<file path="config.mk">
export PLATFORM = sky130hd
export DESIGN_NAME = tcm_dport_arb
export DESIGN_NICKNAME = d
export VERILOG_FILES = /design/src/rtl/tcm_dport_arb_pkg.sv /design/src/rtl/tcm_arb_src_fifo.sv /design/src/rtl/tcm_dport_arb.sv
export SDC_FILE = /design/constraint.sdc
export NUM_CORES = 1
export LEC_CHECK = 0
export CAP_MARGIN = 20
export CORE_AREA = 2 2 151 153
export DETAILED_ROUTE_END_ITERATION = 10
export DIE_AREA = 0 0 153 155
export GPL_ROUTABILITY_DRIVEN = 0
export GPL_TIMING_DRIVEN = 0
export PLACE_DENSITY = 0.44
export SYNTH_ARGS = -nofsm -noshare
export SYNTH_HDL_FRONTEND = slang
export SYNTH_HIERARCHICAL = 1
export SYNTH_SLANG_ARGS = --single-unit
export TNS_END_PERCENT = 10
</file>
<file path="constraint.sdc">
create_clock -name clk -period 7.7 [get_ports clk]
set_input_delay 1.155 -clock clk [delete_from_list [all_inputs] [get_ports clk]]
set_output_delay 1.155 -clock clk [all_outputs]
set_load 0.01 [all_outputs]
</file>
<file path="src/rtl/tcm_dport_arb_pkg.sv">
// Shared types and helpers for the TCM data-port arbiter.
// Latency: n/a (types and pure functions only).
// Backpressure: n/a.
package tcm_dport_arb_pkg;

  // Identifies which upstream port owns a request or response.
  typedef enum logic {
    PORT0 = 1'b0,
    PORT1 = 1'b1
  } port_id_t;

  localparam int DEFAULT_DEPTH = 4;
  localparam int DEFAULT_TAG_W = 11;

  // A port presents a request when it reads or writes at least one byte.
  function automatic logic req_valid(input logic rd, input logic [3:0] wr);
    return rd | (|wr);
  endfunction

endpackage

</file>
<file path="src/rtl/tcm_arb_src_fifo.sv">
// DEPTH x 1-bit source-ID FIFO recording which port owns each outstanding request.
// Latency: head visible combinationally; push/pop take effect on the next clk edge.
// Backpressure: push ignored when full, pop ignored when empty; caller gates with full/empty.
module tcm_arb_src_fifo #(
  parameter int DEPTH = 4
) (
  input  logic                   clk,
  input  logic                   rst,
  input  logic                   push,
  input  logic                   push_dat,
  input  logic                   pop,
  output logic                   head_dat,
  output logic [$clog2(DEPTH):0] count,
  output logic                   full,
  output logic                   empty
);

  localparam int PTR_W = $clog2(DEPTH);
  localparam int CNT_W = PTR_W + 1;

  logic [DEPTH-1:0] mem;
  logic [PTR_W-1:0] wr_ptr;
  logic [PTR_W-1:0] rd_ptr;
  logic             push_ok;
  logic             pop_ok;

  assign full     = (count == CNT_W'(DEPTH));
  assign empty    = (count == '0);
  assign push_ok  = push & ~full;
  assign pop_ok   = pop & ~empty;
  assign head_dat = mem[rd_ptr];

  // Pointers wrap naturally since DEPTH is a power of two; count tracks occupancy 0..DEPTH.
  always_ff @(posedge clk) begin
    if (!rst) begin
      wr_ptr <= '0;
      rd_ptr <= '0;
      count  <= '0;
      mem    <= '0;
    end else begin
      if (push_ok) begin
        mem[wr_ptr] <= push_dat;
        wr_ptr      <= wr_ptr + PTR_W'(1);
      end
      if (pop_ok) begin
        rd_ptr <= rd_ptr + PTR_W'(1);
      end
      if (push_ok && !pop_ok) begin
        count <= count + CNT_W'(1);
      end else if (!push_ok && pop_ok) begin
        count <= count - CNT_W'(1);
      end
    end
  end

endmodule

</file>
<file path="src/rtl/tcm_dport_arb.sv">
// Two-port round-robin arbiter merging CPU (port 0) and loader (port 1) onto one TCM data port.
// Latency: request and response paths are combinational (zero added cycles).
// Backpressure: m_accept_i and a full source FIFO stall the granted port; grant is held until accepted.
module tcm_dport_arb
  import tcm_dport_arb_pkg::*;
#(
  parameter int DEPTH = DEFAULT_DEPTH,
  parameter int TAG_W = DEFAULT_TAG_W
) (
  input  logic             clk,
  input  logic             rst,
  // port 0: CPU data
  input  logic [31:0]      p0_addr_i,
  input  logic [31:0]      p0_data_wr_i,
  input  logic             p0_rd_i,
  input  logic [3:0]       p0_wr_i,
  input  logic [TAG_W-1:0] p0_req_tag_i,
  input  logic             p0_cacheable_i,
  input  logic             p0_invalidate_i,
  input  logic             p0_writeback_i,
  input  logic             p0_flush_i,
  output logic             p0_accept_o,
  output logic             p0_ack_o,
  output logic             p0_error_o,
  output logic [31:0]      p0_data_rd_o,
  output logic [TAG_W-1:0] p0_resp_tag_o,
  // port 1: loader / debug master
  input  logic [31:0]      p1_addr_i,
  input  logic [31:0]      p1_data_wr_i,
  input  logic             p1_rd_i,
  input  logic [3:0]       p1_wr_i,
  input  logic [TAG_W-1:0] p1_req_tag_i,
  output logic             p1_accept_o,
  output logic             p1_ack_o,
  output logic             p1_error_o,
  output logic [31:0]      p1_data_rd_o,
  output logic [TAG_W-1:0] p1_resp_tag_o,
  // merged TCM data port
  output logic [31:0]      m_addr_o,
  output logic [31:0]      m_data_wr_o,
  output logic             m_rd_o,
  output logic [3:0]       m_wr_o,
  output logic [TAG_W-1:0] m_req_tag_o,
  output logic             m_cacheable_o,
  output logic             m_invalidate_o,
  output logic             m_writeback_o,
  output logic             m_flush_o,
  input  logic             m_accept_i,
  input  logic             m_ack_i,
  input  logic             m_error_i,
  input  logic [31:0]      m_data_rd_i,
  input  logic [TAG_W-1:0] m_resp_tag_i,
  // status
  output logic             busy_o,
  output logic             proto_err_o
);

  logic                   p0_req;
  logic                   p1_req;
  port_id_t               prio;
  port_id_t               lock_port;
  logic                   lock_vld;
  port_id_t               gnt_port;
  logic                   gnt_vld;
  logic                   issue;
  logic                   acc;
  logic                   fifo_full;
  logic                   fifo_empty;
  logic                   head_raw;
  port_id_t               head_port;
  logic                   ack_vld;
  logic                   proto_err;
  logic [$clog2(DEPTH):0] fifo_count;

  assign p0_req = req_valid(p0_rd_i, p0_wr_i);
  assign p1_req = req_valid(p1_rd_i, p1_wr_i);

  // Grant select: a stalled grant is held, otherwise prio breaks ties between requesters.
  always_comb begin
    gnt_port = prio;
    gnt_vld  = 1'b0;
    if (lock_vld && ((lock_port == PORT0) ? p0_req : p1_req)) begin
      gnt_port = lock_port;
      gnt_vld  = 1'b1;
    end else if (p0_req && p1_req) begin
      gnt_port = prio;
      gnt_vld  = 1'b1;
    end else if (p0_req) begin
      gnt_port = PORT0;
      gnt_vld  = 1'b1;
    end else if (p1_req) begin
      gnt_port = PORT1;
      gnt_vld  = 1'b1;
    end
  end

  // Reset gates issue so nothing leaks to the TCM before the state registers are cleared.
  assign issue = rst & gnt_vld & ~fifo_full;
  assign acc   = issue & m_accept_i;

  assign p0_accept_o = acc & (gnt_port == PORT0);
  assign p1_accept_o = acc & (gnt_port == PORT1);

  // Request mux: payload follows the grant; strobes only while issuing; sideband only from port 0.
  always_comb begin
    m_addr_o       = (gnt_port == PORT1) ? p1_addr_i    : p0_addr_i;
    m_data_wr_o    = (gnt_port == PORT1) ? p1_data_wr_i : p0_data_wr_i;
    m_req_tag_o    = (gnt_port == PORT1) ? p1_req_tag_i : p0_req_tag_i;
    m_rd_o         = issue & ((gnt_port == PORT1) ? p1_rd_i : p0_rd_i);
    m_wr_o         = issue ? ((gnt_port == PORT1) ? p1_wr_i : p0_wr_i) : 4'h0;
    m_cacheable_o  = (gnt_port == PORT0) & p0_cacheable_i;
    m_invalidate_o = (gnt_port == PORT0) & p0_invalidate_i;
    m_writeback_o  = (gnt_port == PORT0) & p0_writeback_i;
    m_flush_o      = (gnt_port == PORT0) & p0_flush_i;
  end

  // Arbitration state: prio moves to the loser on accept; an unaccepted grant is locked.
  always_ff @(posedge clk) begin
    if (!rst) begin
      prio      <= PORT0;
      lock_vld  <= 1'b0;
      lock_port <= PORT0;
      proto_err <= 1'b0;
    end else begin
      if (acc) begin
        prio     <= (gnt_port == PORT0) ? PORT1 : PORT0;
        lock_vld <= 1'b0;
      end else begin
        lock_vld  <= gnt_vld;
        lock_port <= gnt_port;
      end
      if (m_ack_i && fifo_empty) begin
        proto_err <= 1'b1;
      end
    end
  end

  tcm_arb_src_fifo #(
    .DEPTH (DEPTH)
  ) u_src_fifo (
    .clk      (clk),
    .rst      (rst),
    .push     (acc),
    .push_dat (gnt_port),
    .pop      (ack_vld),
    .head_dat (head_raw),
    .count    (fifo_count),
    .full     (fifo_full),
    .empty    (fifo_empty)
  );

  assign head_port = port_id_t'(head_raw);
  assign ack_vld   = rst & m_ack_i & ~fifo_empty;

  assign p0_ack_o      = ack_vld & (head_port == PORT0);
  assign p1_ack_o      = ack_vld & (head_port == PORT1);
  assign p0_error_o    = p0_ack_o & m_error_i;
  assign p1_error_o    = p1_ack_o & m_error_i;
  assign p0_data_rd_o  = m_data_rd_i;
  assign p1_data_rd_o  = m_data_rd_i;
  assign p0_resp_tag_o = m_resp_tag_i;
  assign p1_resp_tag_o = m_resp_tag_i;

  assign busy_o      = rst & (fifo_count != '0);
  assign proto_err_o = proto_err;

endmodule

</file>
# Yosys cells after proc, flatten, opt, wreduce, memory -nomap -nowiden
# Cells that the tools add are included.
[op_classes]
div = 0
n_bitwise = 26
n_eq_ne = 1
n_lt_le_gt_ge = 3
mux = 23
reduce_logical = 14
addsub = 4
shifts = 0
multipliers = 0
[op_table]
columns = ["cell", "n"]
rows = [
  ["two-way mux 32 bit", 2],
  ["bitwise AND 1 bit", 19],
  ["two-way mux 1 bit", 13],
  ["two-way mux 11 bit", 1],
  ["two-way mux 4 bit", 2],
  ["OR reduction 4 bit", 2],
  ["logical AND 1 bit", 6],
  ["less-than comparator 2 x 3 -> 1 bit (second input constant)", 2],
  ["two-way mux 3 bit", 2],
  ["inverter 1 bit", 5],
  ["adder 2 x 1 -> 2 bit (second input constant)", 2],
  ["bitwise mux 4 bit", 1],
  ["adder 3 x 1 -> 3 bit (second input constant)", 1],
  ["== test 3 bit (second input constant)", 1],
  ["logical NOT 3 bit", 1],
  ["nonzero test 3 bit", 1],
  ["subtractor 3 x 1 -> 3 bit (second input constant)", 1],
  ["binary-select mux 1 bit (select 2 bit)", 1],
  ["demux 1 bit (select 2 bit)", 1],
  [">= comparator 2 x 1 -> 1 bit (second input constant)", 1],
  ["logical NOT 1 bit", 2],
  ["OR 1 bit", 2],
  ["nonzero test 2 bit", 1],
  ["OR reduction 2 bit", 1],
]
[word_totals]
romBits = 0
latch_bits = 0
input_bits = 212
ff_bits = 15
n_memories = 0
mem_bits_rw = 0

# Longest topological paths before layout
[logic_depth]
word_depth = 14
depth_mapped = 11
ltp_nobuf = 11

# By module
# The synthesis kept the hierarchy.
[by_module_without_submodules]
columns = ["mod", "area_per_inst_um2", "seq_area_each_um2", "n_inst", "cells_per_inst"]
rows = [
  ["tcm_dport_arb", 2011.9, 80.1, 1, 224],
  ["tcm_arb_src_fifo", 596.8, 220.2, 1, 58],
]

# Least setup slack after synthesis
# No wires, ideal clock.
[synth_timing]
kind = "input -> output"
from = "in p0_wr_i[1]"
to = "out m_data_wr_o[24]"
path_slack_ns = 3.623
required_ns = 6.545
cell_stages = 8
arrival_ns = 2.922
cell_sequence = "or4_1 nor2_1 o22a_2 nand2_4 inv_2 buf_6 buf_6 mux2_4"
[synth_between]
elab_chain_cells = 6
elab_cells_between_ends = 9
[synth_rtl]
columns = ["item", "line_no", "source"]
rows = [
  ["start: declaration", "tcm_dport_arb.sv:16", "input logic [3:0] p0_wr_i,"],
  ["OR reduction 4 bit (*)", "tcm_dport_arb_pkg.sv:17", "return rd | (|wr);"],
  ["OR 1 bit (*)", "tcm_dport_arb_pkg.sv:17", ""],
  ["two-way mux 1 bit, or another cell as far along", "tcm_dport_arb.sv:88", "end else if (p0_req) begin"],
  ["two-way mux 1 bit / logical AND 1 bit (equally long branches)", "tcm_dport_arb.sv:85, tcm_dport_arb.sv:82", ""],
  ["two-way mux 1 bit (*)", "tcm_dport_arb.sv:82", "if (lock_vld && ((lock_port == PORT0) ? p0_req : p1_req)) begin"],
  ["two-way mux 32 bit (*)", "tcm_dport_arb.sv:107", "m_data_wr_o = (gnt_port == PORT1) ? p1_data_wr_i : p0_data_wr_i;"],
  ["end: declaration", "tcm_dport_arb.sv:40", "output logic [31:0] m_data_wr_o,"],
]
# Mark *: on every way between the ends. The rest lies on a longest branch, timed or not.

# Worst setup path in the final report
[layout_timing]
from = "in p0_wr_i[1]"
to = "out m_data_wr_o[2]"
# Same word-level chain as after synthesis.

==> impl_metrics.json <==
{
  "status": "finished, final reports clean",
  "setup_tns_ns": 0,
  "coreArea_sq_mm": 0.0222,
  "antenna_found_initial": 3,
  "die_w_um": 153,
  "htree_levels": 1,
  "clock-sinks": 15,
  "postCtsSetupBuffers": 0,
  "drive_above_1_share": 0.286,
  "synth_fp_nets": 500,
  "synthDominantCellAreaShare": 0.247,
  "criticalPathCategory": "in2out",
  "cts_tree": "yes",
  "vias_per_cell": 3.61,
  "yosysWarnings": 6,
  "grt_pass1_vias": 3635,
  "crit_path_end_kind": "output port",
  "max_cap_violations": 0,
  "drc": 0,
  "synth_seq_area_share": 0.115,
  "ir_drop_mv": 0.0936,
  "post-route-min-period_ns": 5.30,
  "first_iter_violations": 68,
  "pwr_density_cell_mw_per_mm2": 136,
  "power.leakage_nw": 2.57,
  "synth_cells": 282,
  "grt.total_usage": 0.143,
  "async_flop_share": 0,
  "synthTopCellsByArea": "buf_4 (25%), mux2_2 (24%), dfxtp_1 (12%), mux2_4 (9.8%), ha_1 (2.4%)",
  "ant_nets": 0,
  "syn2layout_area_growth_pct": 150,
  "avgSynthCellArea_sq_um": 9.25,
  "drv_slew": 0,
  "slew_headroom": 0.549,
  "setup.worst_path.start_class": "input pin",
  "cts_buffers": 3,
  "hold_buffers": 0,
  "wl_um": 18400,
  "yosys-top-cells-count": "buf_4 (86), mux2_2 (56), mux2_4 (17)",
  "initial_core_util": 0.117,
  "finalWorstSetupSlack_ns": 2.40,
  "finClkSkew_ns": 0.000776,
  "final_hold_viol_count": 0,
  "synth_area_sq_mm": 0.00261,
  "grt_first_pass_wirelength_um": 25100,
  "hp-class": "reg2reg",
  "place_hpwl_um": 16800,
  "synth_area_leader_cell": "buf_4",
  "p_total_mw": 0.885,
  "synth_seq_cells": 15,
  "num_rows": 55,
  "synth.most_common_cell": "buf_4",
  "vias": 3316,
  "nets": 851,
  "ys_types": 48,
  "die_h_um": 155,
  "clk_path_buf_depth": 2,
  "drt-pass1-iter-count": 4,
  "arrival_ns": 4.15,
  "setup_viol": 0,
  "cp_max_fo": 10,
  "port_buffers": 346,
  "rsz0062_at_grt": "no",
  "tightest_slew_ns": 0.676,
  "insertion_delay_ns": 0.24,
  "grt_max_degree": 16,
  "synth_edf_count": 0,
  "post-place-ws_ns": 2.31,
  "clk_pin_slew_ns": 0.05,
  "finalCritPeriodShare": 0.689,
  "fmax_ghz": 0.189,
  "cp.required_ns": 6.55,
  "io_pins": 390,
  "cts-root-buf": "clkbuf_16",
  "wl_per_cell_um": 20.0,
  "dieArea_sq_mm": 0.0237,
  "grt_overflow": 0,
  "synthFlopType": "dfxtp_1",
  "ctsResizeCount": 0
}
placed cells by master (no fill, tap or decap), types with 4 or more instances in the layout:
master,instances
nand3_1,6
a21oi_1,4
buf_4,86
and2_1,8
nand2_1,10
nor2_1,4
a211oi_1,5
inv_1,5
clkdlybuf4s50_1,346
ha_1,5
dfxtp_1,15
mux2_2,56
buf_2,5
o211ai_1,4
o31ai_1,4
o21ai_0,7
mux2_4,17
area by class of cell:
class                      count  area (sq um)
fill                        2353         15700
buffer                        95           708
antenna                        2          5.00
multi-input combinational    166          1580
clock buffer                   4          78.8
timing repair buffer         346          3460
inverter                       6          22.5
sequential                    15           300
tap                          285           357
final timing paths:
check                              startpoint                                to  slack, ns  depth (start not counted)
min                  proto_err_o$_SDFFE_PN0P_          proto_err_o$_SDFFE_PN0P_       0.50                          2
max reg2reg  u_src_fifo/count[2]$_SDFFE_PN0P_  u_src_fifo/count[2]$_SDFFE_PN0P_       4.70                         11
min reg2reg          proto_err_o$_SDFFE_PN0P_          proto_err_o$_SDFFE_PN0P_       0.50                          2
max                                p0_wr_i[1]                    m_data_wr_o[2]       2.40                          9
logic make-up after synthesis:
family	count (synthesis)	share of synthesized area
xor+xnor	4	0.0134
buf+inv	101	0.280
mux	79	0.368
compound gates	33	0.0902
simple gates	44	0.101
fa+ha+maj	6	0.0317
flops	15	0.115
worst max-delay path: stages:
cell             delay, ns
clkdlybuf4s50_1       0.43
or4_1                 0.59
nor2_1                0.23
o22a_2                0.28
nand2_4               0.10
inv_2                 0.15
buf_2                 0.28
mux2_2                0.38
clkdlybuf4s50_1       0.55
state kept, by name, indices dropped and copies added, names as in the netlist:
name,count
u_src_fifo/mem,4
u_src_fifo/rd_ptr,2
u_src_fifo/count,3
proto_err_o,1
prio,1
lock_vld,1
u_src_fifo/wr_ptr,2
lock_port,1
per-layer routing:
metal / wire length [um] / global-route usage / up-vias
met2: 9620 / 0.264 / 167
met3: 1520 / 0.0529 / 10
met5: 13 / 0 / -
met4: 199 / 0.0207 / 2
met1: 7030 / 0.161 / 1534
li1: - / - / 1603
report_power, final:
part / switching [mW] / internal, mW
Combinational: 0.258 / 0.418
Sequential: 0.0180 / 0.0902
Clock: 0.0307 / 0.0701
Total: 0.307 / 0.579
per-stage QoR:
stage	hold WS (ns)	area, sq um	utilization	instances
2_1_floorplan	0.463	2610	-	282
3_3_place_gp	0.477	6430	0.289	913
3_5_place_dp	0.494	6430	0.289	913
4_1_cts	0.511	6510	0.293	917
5_1_grt	0.531	6510	0.293	919
6_report	0.502	6510	0.293	919
Power figures use the tool's default switching activity.
